### src/rtl/spi_sample_transmitter.sv
// SPI mode-0 controller: shifts buffered DATA_W-bit samples out on MOSI (MSB first)
// while capturing the peripheral's MISO word in the same frame.
module spi_sample_transmitter #(
  parameter int DATA_W      = 16,
  parameter int HALF_PERIOD = 2,
  parameter int CS_IDLE     = 2
) (
  input  logic              input_clk,
  input  logic              reset,
  input  logic [DATA_W-1:0] tx_data,
  input  logic              tx_valid,
  output logic              tx_ready,
  output logic [DATA_W-1:0] rx_data,
  output logic              rx_valid,
  output logic              busy,
  output logic              spi_sclk,
  output logic              spi_cs_n,
  output logic              spi_mosi,
  input  logic              spi_miso
);

  localparam int CMAX = (HALF_PERIOD > CS_IDLE) ? HALF_PERIOD : CS_IDLE;
  localparam int CW   = $clog2(CMAX) + 1;
  // Bit counter must reach DATA_W itself, hence the extra bit.
  localparam int BW   = $clog2(DATA_W) + 1;

  typedef enum logic [2:0] {S_IDLE, S_LEAD, S_SHIFT, S_TRAIL, S_GAP} state_t;

  state_t            r_state;
  logic [CW-1:0]     r_cnt;
  logic [BW-1:0]     r_bitcnt;
  logic [DATA_W-1:0] r_buf;
  logic              r_buf_full;
  logic [DATA_W-1:0] r_shreg;
  logic [DATA_W-1:0] r_rxsh;
  logic [DATA_W-1:0] r_rx_data;
  logic              r_rx_valid;
  logic              r_sclk;
  logic              r_cs_n;
  logic              r_mosi;

  logic w_hp_done;
  logic w_gap_done;
  logic w_last_bit;

  assign w_hp_done  = (r_cnt == CW'(HALF_PERIOD - 1));
  assign w_gap_done = (r_cnt == CW'(CS_IDLE - 1));
  assign w_last_bit = (r_bitcnt == BW'(DATA_W));

  assign tx_ready = !r_buf_full;
  assign busy     = (r_state != S_IDLE) || r_buf_full;
  assign rx_data  = r_rx_data;
  assign rx_valid = r_rx_valid;
  assign spi_sclk = r_sclk;
  assign spi_cs_n = r_cs_n;
  assign spi_mosi = r_mosi;

  always_ff @(posedge input_clk or posedge reset) begin
    if (reset) begin
      r_state    <= S_IDLE;
      r_cnt      <= '0;
      r_bitcnt   <= '0;
      r_buf      <= '0;
      r_buf_full <= 1'b0;
      r_shreg    <= '0;
      r_rxsh     <= '0;
      r_rx_data  <= '0;
      r_rx_valid <= 1'b0;
      r_sclk     <= 1'b0;
      r_cs_n     <= 1'b1;
      r_mosi     <= 1'b0;
    end else begin
      r_rx_valid <= 1'b0;
      if (tx_valid && !r_buf_full) begin
        r_buf      <= tx_data;
        r_buf_full <= 1'b1;
      end
      case (r_state)
        S_IDLE: begin
          r_cnt <= '0;
          if (r_buf_full) begin
            r_shreg    <= r_buf;
            r_mosi     <= r_buf[DATA_W-1];
            r_cs_n     <= 1'b0;
            r_buf_full <= 1'b0;
            r_state    <= S_LEAD;
          end
        end
        // End of the setup half period doubles as the first rising edge.
        S_LEAD: begin
          if (w_hp_done) begin
            r_cnt    <= '0;
            r_sclk   <= 1'b1;
            r_rxsh   <= {r_rxsh[DATA_W-2:0], spi_miso};
            r_bitcnt <= BW'(1);
            r_state  <= S_SHIFT;
          end else begin
            r_cnt <= r_cnt + 1'b1;
          end
        end
        S_SHIFT: begin
          if (w_hp_done) begin
            r_cnt <= '0;
            if (r_sclk) begin
              r_sclk <= 1'b0;
              if (!w_last_bit) begin
                r_shreg <= {r_shreg[DATA_W-2:0], 1'b0};
                r_mosi  <= r_shreg[DATA_W-2];
              end
            end else if (w_last_bit) begin
              r_state <= S_TRAIL;
            end else begin
              r_sclk   <= 1'b1;
              r_rxsh   <= {r_rxsh[DATA_W-2:0], spi_miso};
              r_bitcnt <= r_bitcnt + 1'b1;
            end
          end else begin
            r_cnt <= r_cnt + 1'b1;
          end
        end
        S_TRAIL: begin
          if (w_hp_done) begin
            r_cnt      <= '0;
            r_cs_n     <= 1'b1;
            r_rx_data  <= r_rxsh;
            r_rx_valid <= 1'b1;
            r_state    <= S_GAP;
          end else begin
            r_cnt <= r_cnt + 1'b1;
          end
        end
        S_GAP: begin
          if (w_gap_done) begin
            r_cnt   <= '0;
            r_state <= S_IDLE;
          end else begin
            r_cnt <= r_cnt + 1'b1;
          end
        end
        default: r_state <= S_IDLE;
      endcase
    end
  end

endmodule
### config.mk
export PLATFORM = sky130hd
export DESIGN_NAME = spi_sample_transmitter
export DESIGN_NICKNAME = d
export VERILOG_FILES = /design/src/rtl/spi_sample_transmitter.sv
export SDC_FILE = /design/constraint.sdc
export NUM_CORES = 1
export LEC_CHECK = 0
export CORE_MARGIN = 10
export CORE_UTILIZATION = 45
export CTS_CLUSTER_SIZE = 28
export DETAILED_ROUTE_END_ITERATION = 10
export PLACE_DENSITY = 0.7
export SLEW_MARGIN = 40
export SYNTH_ARGS = -nofsm -noshare
export SYNTH_HDL_FRONTEND = slang
export SYNTH_SLANG_ARGS = --single-unit
export TNS_END_PERCENT = 20
### constraint.sdc
create_clock -name input_clk -period 2.15 [get_ports input_clk]
set_input_delay 0.3225 -clock input_clk [delete_from_list [all_inputs] [get_ports input_clk]]
set_output_delay 0.3225 -clock input_clk [all_outputs]
set_load 0.03 [all_outputs]
Yosys cells after proc, flatten, opt, wreduce, memory -nomap -nowiden
Cells that the tools add are included.

word-level totals
  flip-flop bits (word level) = 78
  output and inout port bits = 22
  word-level logic and storage cells = 87

cells by class
  add/subtract/negate cells = 2
  eq/ne operators = 15
  mux-type cells = 42
  reductions and logical operators = 16

operators by type and width
  kind                                           count
  2-to-1 mux 16 bit                              4
  2-to-1 mux 15 bit                              4
  one-hot mux 16 bit (2 select lines)            1
  one-hot mux 15 bit (2 select lines)            1
  2-to-1 mux 3 bit                               7
  2-to-1 mux 5 bit                               4
  inequality test 2 bit, second input constant   9
  one-hot mux 3 bit (5 select lines)             1
  2-to-1 mux 1 bit                               14
  one-hot mux 5 bit (2 select lines)             1
  AND reduction 5 bit                            2
  nonzero test 2 bit                             4
  AND reduction 7 bit                            1
  == test 3 x 2 -> 1 bit, second input constant  2
  one-hot mux 1 bit (2 select lines)             3
  AND reduction 3 bit                            2
  adder 5 x 1 -> 5 bit, second input constant    1
  == test 5 bit, second input constant           1
  one-hot mux 2 bit (2 select lines)             1
  OR reduction 4 bit                             1
  == test 3 x 1 -> 1 bit, second input constant  1
  == test 3 bit, second input constant           1
  zero test 3 bit                                1
  nonzero test 3 bit                             1
  other kinds (7)                                7

Longest topological paths before layout
Gate-level depths: netlist of run 1.

  depth in word-level cells = 5
  gate-level depth with buffers = 7

Worst setup path after synthesis of run 1
Ideal clock, no wire load.

  kind = input-to-reg
  start = in spi_sclk
  end = reg r_bitcnt[4]
  arrival = 1.638 ns
  data required time = 2.024 ns
  slack = 0.386 ns
  cell stages on the path = 6
  buffers on the path = 1
  cell sequence = dfrtp_1 > or3b_1 > o22ai_2 > nand2_2 > buf_6 > a221o_1

between the ends
  word-level cells in the longest chain between the ends = 2

ends and longest elaborated chain
  item                                    line  source
  start: declaration                      16    output logic spi_sclk,
  inequality test 2 bit (no source line)  --
  AND reduction 5 bit (no source line)    --
  end signal: assignment                  115   r_bitcnt <= r_bitcnt + 1'b1;
  end: declaration                        31    logic [BW-1:0] r_bitcnt;

No other way between the ends.
A chain may end at the register's enable or synchronous reset.

Worst setup path after layout of run 1
  start = in r_state[2]
  end = out busy

between the ends
  word-level cells in the longest chain between the ends = 2

ends and longest elaborated chain
  item                line  source
  start: declaration  29    state_t r_state;
  nonzero test 3 bit  51    assign busy = (r_state != S_IDLE) || r_buf_full;
  logical OR 1 bit    51
  end: declaration    15    output logic busy,

No other way between the ends.

==> run summary, run 1 <==
The number of antenna violations at the first check in global routing came to 0. The share of the clock period used by the worst path came out at 0.919. The congestion estimate from routability-driven global placement came to 0.804. The number of diodes is 0.

Of the total synthesized cell area, the portion taken by full adders, half adders and majority gates is 0.00754. The element type at the critical path start is a register. The total power of the final layout is 3.02 mW. By count the netlist is led by sky130_fd_sc_hd__dfrtp_1, sky130_fd_sc_hd__mux2_2, sky130_fd_sc_hd__o21ai_0. The internal power contribution is 2.32 mW. The die boundary width came out at 106 µm. Clock tree synthesis selected as its root buffer the cell sky130_fd_sc_hd__clkbuf_8. Among all cell types in the netlist, the one instantiated most often is sky130_fd_sc_hd__dfrtp_1.

The first-pass GRT wire length is 10.3 mm. The data arrival at the endpoint of the critical path came out at 1.65 ns. The aggregate negative setup slack came out at 0 ns. The number of antenna-violating nets in the routed design is 0. The total die area came out at 11200 µm². The tree built by TritonCTS fans out to 78 sinks.

After the flow finishes, the layout carries non-filler instances totaling 402. The number of design rule violations left after detail routing came out at 0. The number of pins exceeding their max-slew limit in the final report is 0. The height of the chip came out at 106 µm. The longest clock path from root to sink contains 2 buffers.

The insertion delay of the later-clocked pin in the worst-skew pair is 0.35 ns. The power density over the cells came out at 741 nW/µm². The sum of net half-perimeters after detailed placement came out at 4.10 mm. By area, the combinational part of the netlist is dominated by multiplexers. The worst hold path belongs to the class in2async. After synthesis, the cell types taking the most area are sky130_fd_sc_hd__dfrtp_1, sky130_fd_sc_hd__mux2_2, sky130_fd_sc_hd__o21ai_0, sky130_fd_sc_hd__mux2i_1, sky130_fd_sc_hd__nand2_1. In this run the critical register-to-register path is captured at r_shreg[7]. The simple-gate share of the synthesized area came out at 0.0743. For the worst setup path, the data required time is 1.83 ns.

The DRC marker count from the first detailed-route iteration is 66. The worst clock skew is 0.0113 ns. The per-cell via count in the routed design came out at 5.16. The number of enable flip-flop cells after synthesis came out at 0. Across all layers, the routed design uses 2074 vias. The via count of the first global-routing pass is 2162.

The cell count after synthesis is 254. The transition time of the tightest slew-check pin is 0.531 ns. The flow ran to the end, and the final reports show no timing, DRC or antenna violations. After synthesis the netlist holds a flip-flop and latch count of 78.

The achievable clock frequency is 506 MHz. Synthesis produced a netlist with a net count of 276. The count of buffers added on input and output ports is 41. Fill cells in the final layout number 625. The count of cells along the worst register-to-register path came out at 6. The cell area after synthesis came out at 3320 µm². The cell count after placement is 386.

The compound-cell area share of the yosys netlist is 0.0792. For this run, the register share of the synthesized area comes to 0.589. Setup repair after global routing left no endpoint under its margin. The share of the synthesized area in the top cell type came out at 0.581. In the global route stage, overall resource usage came out at 0.112. The number of nets in the finished design came out at 320. The number of hold-slack violations in the final timing report is 0. The synthesized area per cell came out at 13.1 µm². The count of max-cap constraint violations came out at 0. The number of core rows came out at 31. The number of failing setup endpoints in the final timing report is 0. Once layout is complete, the utilization of the core stands at 0.564. The multiplexer share of the synthesized area came out at 0.215. For the finished layout, the period the worst path requires is 1.98 ns.

For this run, the number of Yosys warnings is 0. Among all flip-flop cells after synthesis, the most frequent one is sky130_fd_sc_hd__dfrtp_1. Pin placement for this block handled 42 I/O pins. The class of the most critical setup path is reg2out. The worst setup path is captured at an output pin. The fraction of power consumed by sequential logic is 0.556. The net switching power is 694 µW. Of the cells placed in the final design, the portion with a size suffix greater than 1 is 0.264.

In the synthesized netlist the async set-or-reset flop fraction comes to 1.00. The distinct cell type count after synthesis came out at 40. The aggregate global routing overflow is 0.

The clock tree from TritonCTS is done. The routed wirelength normalized by instance count is 14.9 µm. The static leakage power is 1.89 nW. The worst ir drop on vdd came out at 0.393 mV. The worst slew margin relative to its limit is 0.646.

The area added between synthesis and finish is 22.6%. The starting utilization of the core area came out at 0.460. The number of buffers inserted for hold repair after clock tree synthesis came out at 0.

The pin count of the biggest net entering global routing is 67. The largest fanout on the critical path came out at 17. The pre-antenna-repair detailed-routing pass consisted of 4 iterations. The detailed-route wire length is 6.01 mm. Across all register-to-register paths, the minimum setup slack is 0.27 ns. After floorplanning, the core was sized to cover 7210 µm². The fraction of synthesized cell area in xor and xnor cells came out at 0.00528. The number of buffers added by the clock tree synthesis step came out at 9.

The H-tree was split into 3 levels. The share of total power dissipated in the clock network is 0.369. Summed over all instances, the cell type with the most area after synthesis is sky130_fd_sc_hd__dfrtp_1. The clock edge transition at the registers on the reported setup and hold paths is 0.09 ns.

Of the total power, the share spent switching nets is 0.230. The worst register-to-register path begins at r_bitcnt[0]. The logic gate share of total power came out at 0.075.
==> worst max-delay path by stage <==
stage | end | cells after the start | slack [ns] | start
finish | busy | 4 | 0.17 | r_state[2]
global route | busy | 4 | 0.05 | r_state[2]
CTS | busy | 4 | 0.02 | r_state[2]
detailed placement | r_shreg[7] | 6 | 0.29 | r_bitcnt[0]
global placement | r_shreg[7] | 6 | 0.35 | r_bitcnt[0]
floorplan | r_bitcnt[4] | 5 | 0.39 | spi_sclk
==> power groups by stage <==
stage	sequential, mW	clock, mW	combinational (mW)
6_report	1.68	1.11	0.225
5_1_grt	1.70	1.20	0.250
4_1_cts	1.68	1.14	0.232
3_5_place_dp	1.71	0	0.231
3_3_place_gp	1.70	0	0.224
2_1_floorplan	1.68	0	0.161
==> flip-flops by register name, summed over array words and instances (netlist names) <==
signal,flops
r_cnt,2
r_shreg,15
rx_data,16
spi_sclk,1
r_buf,16
r_state,3
r_buf_full,1
r_rxsh,16
spi_cs_n,1
r_bitcnt,5
rx_valid,1
spi_mosi,1
==> worst max-delay path: stages, from the launching register on <==
cell,delay (ns)
sky130_fd_sc_hd__dfrtp_1,0.49
sky130_fd_sc_hd__or2_4,0.37
sky130_fd_sc_hd__nor2_1,0.20
sky130_fd_sc_hd__nand2_1,0.08
sky130_fd_sc_hd__buf_4,0.17
==> routing by layer <==
layer  wire [µm]  global-route usage  vias to the layer above
met3         198              0.0305                        6
li1            -                   -                      992
met2        2930               0.181                       33
met4          82              0.0464                        0
met5           0                   0                        -
met1        2790               0.137                     1043
==> cell families (layout without fill, tap and decap cells) <==
logic type | after synthesis | in the layout
compound gates | 46 | 46
xor+xnor | 2 | 2
fa+ha+maj | 2 | 2
buf+inv | 20 | 69
flops | 78 | 78
mux | 65 | 65
simple gates | 41 | 41
==> layout make-up <==
class                           count  area, µm²  share of cell area
Clock buffer                       10        138              0.0338
Clock inverter                      6       68.8              0.0169
Inverter                            6       26.3             0.00646
Multi-Input combinational cell    156       1270               0.311
Sequential cell                    78       1950               0.480
Tap cell                           99        124              0.0305
Timing Repair Buffer               47        490               0.121
==> per-stage QoR <==
| step | area (µm²) | hold slack [ns] | setup slack, ns |
|---|---|---|---|
| after floorplan | 3320 | 0.466 | 0.386 |
| after global placement | 3860 | 0.485 | 0.349 |
| after detailed placement | 3860 | 0.496 | 0.286 |
| after CTS | 4060 | 0.279 | 0.0240 |
| after global routing | 4070 | 0.293 | 0.0455 |
| final | 4070 | 0.284 | 0.174 |
==> cells in the final DEF, fill, tap and decap left out, types with 5 or more instances in the layout <==
cell type	instances
sky130_fd_sc_hd__clkbuf_8	10
sky130_fd_sc_hd__mux2i_1	16
sky130_fd_sc_hd__clkdlybuf4s50_1	40
sky130_fd_sc_hd__inv_1	5
sky130_fd_sc_hd__nor2_1	6
sky130_fd_sc_hd__dfrtp_1	77
sky130_fd_sc_hd__nand3_1	5
sky130_fd_sc_hd__nand2_1	9
sky130_fd_sc_hd__o21ai_0	34
sky130_fd_sc_hd__mux2_2	49
==> timing repair <==
item,4_1_cts,5_1_grt
setup buffers,0,0
resized for setup,0,1
setup endpoints to repair,0,1
Power figures use the tool's default switching activity.
==> run 2, diff against run 1 <==
--- a/config.mk
+++ b/config.mk
@@ -5,6 +5,7 @@
 export SDC_FILE = /design/constraint.sdc
 export NUM_CORES = 1
 export LEC_CHECK = 0
+export CORE_ASPECT_RATIO = 1.4
 export CORE_MARGIN = 10
 export CORE_UTILIZATION = 45
 export CTS_CLUSTER_SIZE = 28
@@ -14,4 +15,4 @@
 export SYNTH_ARGS = -nofsm -noshare
 export SYNTH_HDL_FRONTEND = slang
 export SYNTH_SLANG_ARGS = --single-unit
-export TNS_END_PERCENT = 20
+export TNS_END_PERCENT = 5
==> run summary, run 2 (synthesis gave the netlist of run 1 again) <==
The first-pass GRT wire length is 10.1 mm (-1.8%). The number of pins exceeding their max-slew limit in the final report came out at 0 (unchanged). The proportion of layout cells with a drive suffix above 1 is 0.266 (+0.00155).

The number of hold-slack violations in the final timing report came out at 0 (unchanged). TritonCTS built the clock tree. Compared with the post-synthesis result, the final layout area differs by 23.2%. The shortest period the worst path allows came out at 1.99 ns (+0.0164 ns). The post-place instance area came out at 3860 µm² (unchanged). The required time at the endpoint of the critical path is 1.83 ns (about the same). The class of the most critical setup path is reg2out.

The worst setup path is launched from a register. The aggregate global routing overflow is 0 (unchanged). The worst ir drop on vdd is 0.531 mV (+35%). The total die area came out at 11300 µm² (+0.43%). Setup repair after global routing left no endpoint under its margin. The starting utilization of the core area came to 0.456 (-0.00340). The largest fanout on the critical path came out at 17 (unchanged). The run finished with clean final reports. The insertion delay of the later-clocked pin in the worst-skew pair is 0.34 ns (about the same). The aggregate negative setup slack is 0 ns (unchanged).

The path class of the tightest hold or removal check is in2async. The count of cells along the worst register-to-register path is 6 (unchanged). The height of the chip came to 122 µm (+15%). The post-layout utilization of the core came to 0.562 (-0.00159). The count of max-cap constraint violations came to 0 (unchanged).

The transition time of the tightest slew-check pin came out at 0.576 ns (+0.0446 ns). In the layout the commonest cells are sky130_fd_sc_hd__dfrtp_1, sky130_fd_sc_hd__mux2_2, sky130_fd_sc_hd__clkdlybuf4s50_1, sky130_fd_sc_hd__o21ai_0, sky130_fd_sc_hd__mux2i_1. The most common library cell in the layout ignoring fill and taps is sky130_fd_sc_hd__dfrtp_1. The achievable clock frequency came to 502 MHz (-0.82%). The area of the core is 7270 µm² (+0.75%). The die boundary width was 92.6 µm (-13%).

The detailed-route wire length is 5.83 mm (-2.9%). The via count came out at 2088 (+0.68%). The clock tree buffer depth came out at 2 (unchanged).

The worst hold slack is 0.383 ns (+0.0990 ns). The number of antenna-violating nets in the routed design is 0 (unchanged). The number of nets in the finished design came out at 322 (+0.63%). The flop-to-flop setup slack was 0.20 ns (-0.07 ns). The sum of net half-perimeters after detailed placement is 4.19 mm (+2.1%). The clock edge transition at the registers on the reported setup and hold paths is 0.08 ns (about the same). The pin count of the biggest net entering global routing came out at 34 (-49%). The clock power share was 0.389 (+0.020). The internal power contribution is 2.46 mW (+6.2%). The aggregate global-route resource usage came out at 0.110 (-0.00207). The post-route worst setup slack is 0.157 ns (-0.0164 ns). The final instance area is 4090 µm² (+0.46%). The quantity of I/O buffers inserted on ports came out at 41 (unchanged). The routed wirelength normalized by instance count is 14.5 µm (-2.9%). The number of design rule violations left after detail routing was 0 (unchanged). The number of buffers added by the clock tree synthesis step is 9 (unchanged). The via count of the first global-routing pass is 2161 (-0.046%).

The placement-stage worst setup slack is 0.241 ns (-0.0455 ns). The number of top-level pins came to 42 (unchanged). The number of antenna violations at the first check in global routing came to 0 (unchanged). The count of filler cells inserted in the layout is 646 (+3.4%).

The number of iterations in the first detailed-routing pass is 4 (unchanged). The data arrival at the endpoint of the critical path came out at 1.67 ns (+0.02 ns). The worst slew margin relative to its limit is 0.615 (-0.0306).

The startpoint identified for the worst register-to-register timing path is r_bitcnt[0]. The DRC marker count from the first detailed-route iteration came to 80 (+21%). The worst clock skew came out at 0.00767 ns (-0.00359 ns). The net switching power is 641 µW (-7.7%). The number of diodes came to 0 (unchanged).

The placer congestion estimate came out at 0.807 (+0.32%). The number of core rows was 37 (+19%). The fraction of power consumed by sequential logic is 0.538 (-0.018). The logic gate share of total power came to 0.073 (-0.002).

The share of the clock period used by the worst path is 0.927 (+0.00763). In this run the critical register-to-register path is captured at r_bitcnt[4]. In this run the clock root is driven by a sky130_fd_sc_hd__clkbuf_8. The per-cell via count in the routed design is 5.19 (+0.68%).

The net switching share of the total power is 0.206 (-0.0239). The power density over the cells came out at 760 nW/µm² (+2.5%). STA classifies the critical path endpoint as an output pin. The number of failing setup endpoints in the final timing report is 0 (unchanged). The CTS sink count came to 78 (unchanged). The number of H-tree levels is 3 (unchanged).

The static leakage power came out at 1.90 nW (+0.74%).
run 2: cell count changes in the layout (fill, tap and decap cells not counted):
cell	delta
sky130_fd_sc_hd__clkinv_4	-2
sky130_fd_sc_hd__clkbuf_1	+1
sky130_fd_sc_hd__inv_6	-1
sky130_fd_sc_hd__clkbuf_8	+1
sky130_fd_sc_hd__buf_4	+3
sky130_fd_sc_hd__bufinv_16	+1
sky130_fd_sc_hd__clkinvlp_4	-1
sky130_fd_sc_hd__buf_12	-1
sky130_fd_sc_hd__clkinv_2	+1
run 2: worst max-delay path by stage:
stage	start	end	depth (start not counted)	slack, ns
after global routing	r_state[2]	busy	4	0.05
final	r_state[2]	busy	4	0.16
after CTS	r_state[2]	busy	4	0.02
after detailed placement	r_bitcnt[0]	r_bitcnt[4]	6	0.24
after floorplan	spi_sclk	r_bitcnt[4]	5	0.39
after global placement	r_bitcnt[0]	r_bitcnt[4]	6	0.30
run 2: routing by layer:
metal / track usage / wire (µm) / vias up
li1: - / - / 994
met1: 0.122 / 2520 / 1041
met2: 0.184 / 2890 / 45
met3: 0.0357 / 334 / 8
met4: 0.0551 / 85 / 0
met5: 0 / 0 / -
run 2: layout make-up:
class                   count  area [µm²]  share of cell area
flip-flops and latches     78        1950               0.478
clock inverters             4        70.1              0.0172
inverters                   6        26.3             0.00643
multi-input cells         156        1270               0.310
repair buffers             49         493               0.121
well taps                  97         121              0.0297
clock buffers              12         155              0.0380
run 2: power by group through the flow:
stage	combinational, mW	clock (mW)	sequential [mW]
floorplan	0.161	0	1.68
global placement	0.226	0	1.70
detailed placement	0.232	0	1.70
CTS	0.233	1.23	1.68
global route	0.253	1.29	1.69
finish	0.226	1.21	1.67
run 2: through the flow:
step           std cells  power (mW)
3_5_place_dp         386        1.94
4_1_cts              402        3.14
2_1_floorplan        254        1.84
3_3_place_gp         386        1.93
5_1_grt              402        3.24
6_report             402        3.11
run 2: what timing repair did:
item | CTS | global route
resized for setup | 0 | 1
setup buffers | 0 | 0
endpoints found under the setup margin | 0 | 1
hold buffers | 0 | 0
run 2: worst max-delay path, cell delays in order, from the launching register on:
cell and delay [ns]:
sky130_fd_sc_hd__dfrtp_1 0.50, sky130_fd_sc_hd__or2_4 0.38, sky130_fd_sc_hd__nor2_1 0.20, sky130_fd_sc_hd__nand2_1 0.08, sky130_fd_sc_hd__buf_4 0.17
==> run 3, diff against run 2 <==
--- a/config.mk
+++ b/config.mk
@@ -7,10 +7,11 @@
 export LEC_CHECK = 0
 export CORE_ASPECT_RATIO = 1.4
 export CORE_MARGIN = 10
-export CORE_UTILIZATION = 45
+export CORE_UTILIZATION = 51
+export CTS_BUF_LIST = sky130_fd_sc_hd__clkbuf_2 sky130_fd_sc_hd__clkbuf_4 sky130_fd_sc_hd__clkbuf_8
 export CTS_CLUSTER_SIZE = 28
 export DETAILED_ROUTE_END_ITERATION = 10
-export PLACE_DENSITY = 0.7
+export PLACE_DENSITY = 0.77
 export SLEW_MARGIN = 40
 export SYNTH_ARGS = -nofsm -noshare
 export SYNTH_HDL_FRONTEND = slang
==> run summary, run 3 (synthesis gave the netlist of run 1 again) <==
The area of the core is 6250 µm² (-14%). The worst ir drop on vdd came out at 0.549 mV (+3.3%). The proportion of layout cells with a drive suffix above 1 is 0.269 (+0.00328). The logic gate share of total power was 0.071 (-0.002). The worst setup path is launched from a register. The aggregate global routing overflow is 0 (unchanged). The number of antenna violations at the first check in global routing is 0 (unchanged). The aggregate negative setup slack came to 0 ns (unchanged). The count of max-cap constraint violations came out at 0 (unchanged). The height of the chip came out at 115 µm (-5.1%). The clock tree from TritonCTS is done.

The routed wirelength normalized by instance count came out at 15.4 µm (+6.1%). The number of hold-slack violations in the final timing report is 0 (unchanged). The achievable clock frequency came out at 500 MHz (-0.32%). The via count is 2091 (+0.14%). The number of standard cells in the final layout excluding fillers came out at 377 (-6.2%).

The placer congestion estimate came out at 0.741 (-8.2%). The clock edge transition at the registers on the reported setup and hold paths is 0.08 ns (about the same). The worst clock skew is 0.00854 ns (+0.000873 ns). The share of the clock period used by the worst path came out at 0.930 (+0.00297).

The number of failing setup endpoints in the final timing report is 0 (unchanged). The net switching power is 670 µW (+4.6%). The flow ran to the end, and the final reports show no timing, DRC or antenna violations. The total die area came out at 10200 µm² (-9.6%). The number of buffers inserted for hold repair after clock tree synthesis was 0 (unchanged). The number of top-level pins came out at 42 (unchanged). The number of iterations in the first detailed-routing pass is 4 (unchanged). The post-route worst setup slack is 0.151 ns (-0.00638 ns). The area added between synthesis and finish is 22.7%.

The fraction of power consumed by sequential logic is 0.522 (-0.016). The number of buffers added by the clock tree synthesis step is 9 (unchanged). The worst slew margin relative to its limit is 0.660 (+0.0448). The per-cell via count in the routed design was 5.55 (+6.8%).

The number of design rule violations left after detail routing is 0 (unchanged). The number of nets in the finished design is 322 (unchanged). The placement-stage worst setup slack is 0.260 ns (+0.0189 ns). The internal power contribution is 2.53 mW (+2.7%). The clock tree buffer depth is 2 (unchanged). The aggregate global-route resource usage came out at 0.123 (+0.0132). In the layout the commonest cells are sky130_fd_sc_hd__dfrtp_1, sky130_fd_sc_hd__mux2_2, sky130_fd_sc_hd__clkdlybuf4s50_1, sky130_fd_sc_hd__o21ai_0, sky130_fd_sc_hd__mux2i_1.

The detailed-route wire length is 5.80 mm (-0.48%). The net switching share of the total power came out at 0.209 (+0.00299). The sum of net half-perimeters after detailed placement is 4.18 mm (-0.27%). The largest fanout on the critical path is 17 (unchanged).

The die boundary width is 88.2 µm (-4.8%). Setup repair after global routing left no endpoint under its margin. The quantity of I/O buffers inserted on ports came to 41 (unchanged). The DRC marker count from the first detailed-route iteration is 100 (+25%). The number of pins exceeding their max-slew limit in the final report is 0 (unchanged). The first-pass GRT wire length came out at 9.99 mm (-1.1%).

The insertion delay of the later-clocked pin in the worst-skew pair is 0.36 ns (+0.02 ns). The required time at the endpoint of the critical path is 1.83 ns (about the same). The number of antenna-violating nets in the routed design is 0 (unchanged). The clock power share came out at 0.407 (+0.018). The CTS sink count was 78 (unchanged). The cell count after placement is 361 (-6.5%).

The data arrival at the endpoint of the critical path came out at 1.68 ns (about the same). The number of core rows is 34 (-8.1%). The starting utilization of the core area was 0.530 (+0.0741). The via count of the first global-routing pass came out at 2179 (+0.83%). The transition time of the tightest slew-check pin was 0.509 ns (-0.0671 ns). The element type at the critical path end is an output pin. The pin count of the biggest net entering global routing is 32 (-5.9%). The shortest period the worst path allows was 2.00 ns (+0.00638 ns). The most common library cell in the layout ignoring fill and taps is sky130_fd_sc_hd__dfrtp_1. The number of H-tree levels came out at 3 (unchanged). The number of diodes came to 0 (unchanged).

The min-delay analysis places its worst path in the category in2async. The static leakage power came out at 1.90 nW (about the same). In this run the clock root is driven by a sky130_fd_sc_hd__clkbuf_8.

The power density over the cells is 787 nW/µm² (+3.5%). The critical path is of the reg2out type.
## run 3: power by group through the flow
stage | Combinational (mW) | Sequential, mW | Clock (mW)
finish | 0.228 | 1.67 | 1.30
floorplan | 0.161 | 1.68 | 0
detailed placement | 0.235 | 1.71 | 0
global placement | 0.224 | 1.70 | 0
global route | 0.254 | 1.69 | 1.38
CTS | 0.235 | 1.68 | 1.32
## run 3: through the flow
stage	power (mW)	instance area, µm²	hold slack [ns]	util
5_1_grt	3.33	4070	0.373	0.651
3_3_place_gp	1.92	3830	0.487	0.612
2_1_floorplan	1.84	3320	0.466	-
4_1_cts	3.23	4070	0.355	0.650
6_report	3.20	4070	0.347	0.651
3_5_place_dp	1.94	3830	0.493	0.612
## run 3: routing by layer
metal / routed length (µm) / part of all wire / up-vias / global-route usage
met5: 0 / 0 / - / 0
met1: 2440 / 0.42 / 1046 / 0.141
met2: 2840 / 0.49 / 49 / 0.198
li1: - / - / 985 / -
met4: 166 / 0.029 / 0 / 0.0776
met3: 360 / 0.062 / 11 / 0.0309
## run 3: critical path, cell delays in order, from the launching register on
cell and delay [ns]:
sky130_fd_sc_hd__dfrtp_1 0.49, sky130_fd_sc_hd__or2_4 0.38, sky130_fd_sc_hd__nor2_1 0.20, sky130_fd_sc_hd__nand2_1 0.08
sky130_fd_sc_hd__buf_4 0.17
## run 3: final timing paths
kind | startpoint | to | slack (ns) | depth (start not counted)
hold reg to reg | rx_data[4] | rx_data[4] | 0.50 | 1
min in group input_clk | rx_data[4] | rx_data[4] | 0.50 | 1
hold / removal | reset | r_buf[15] | 0.35 | 2
setup / recovery | r_state[2] | busy | 0.15 | 4
max in group asynchronous | reset | r_shreg[6] | 1.30 | 3
setup reg to reg | r_state[0] | r_bitcnt[4] | 0.23 | 4
## run 3: cell type report
cell class	instances	area, µm²
Tap cell	72	90.1
Clock inverter	6	110
Inverter	6	26.3
Sequential cell	78	1950
Timing Repair Buffer	49	493
Clock buffer	10	131
Multi-Input combinational cell	156	1270
Fill cell	522	2180
## run 3: timing repair
action,in CTS,in global routing
buffers inserted,0,0
resized for setup,0,1
endpoints found under the setup margin,0,1
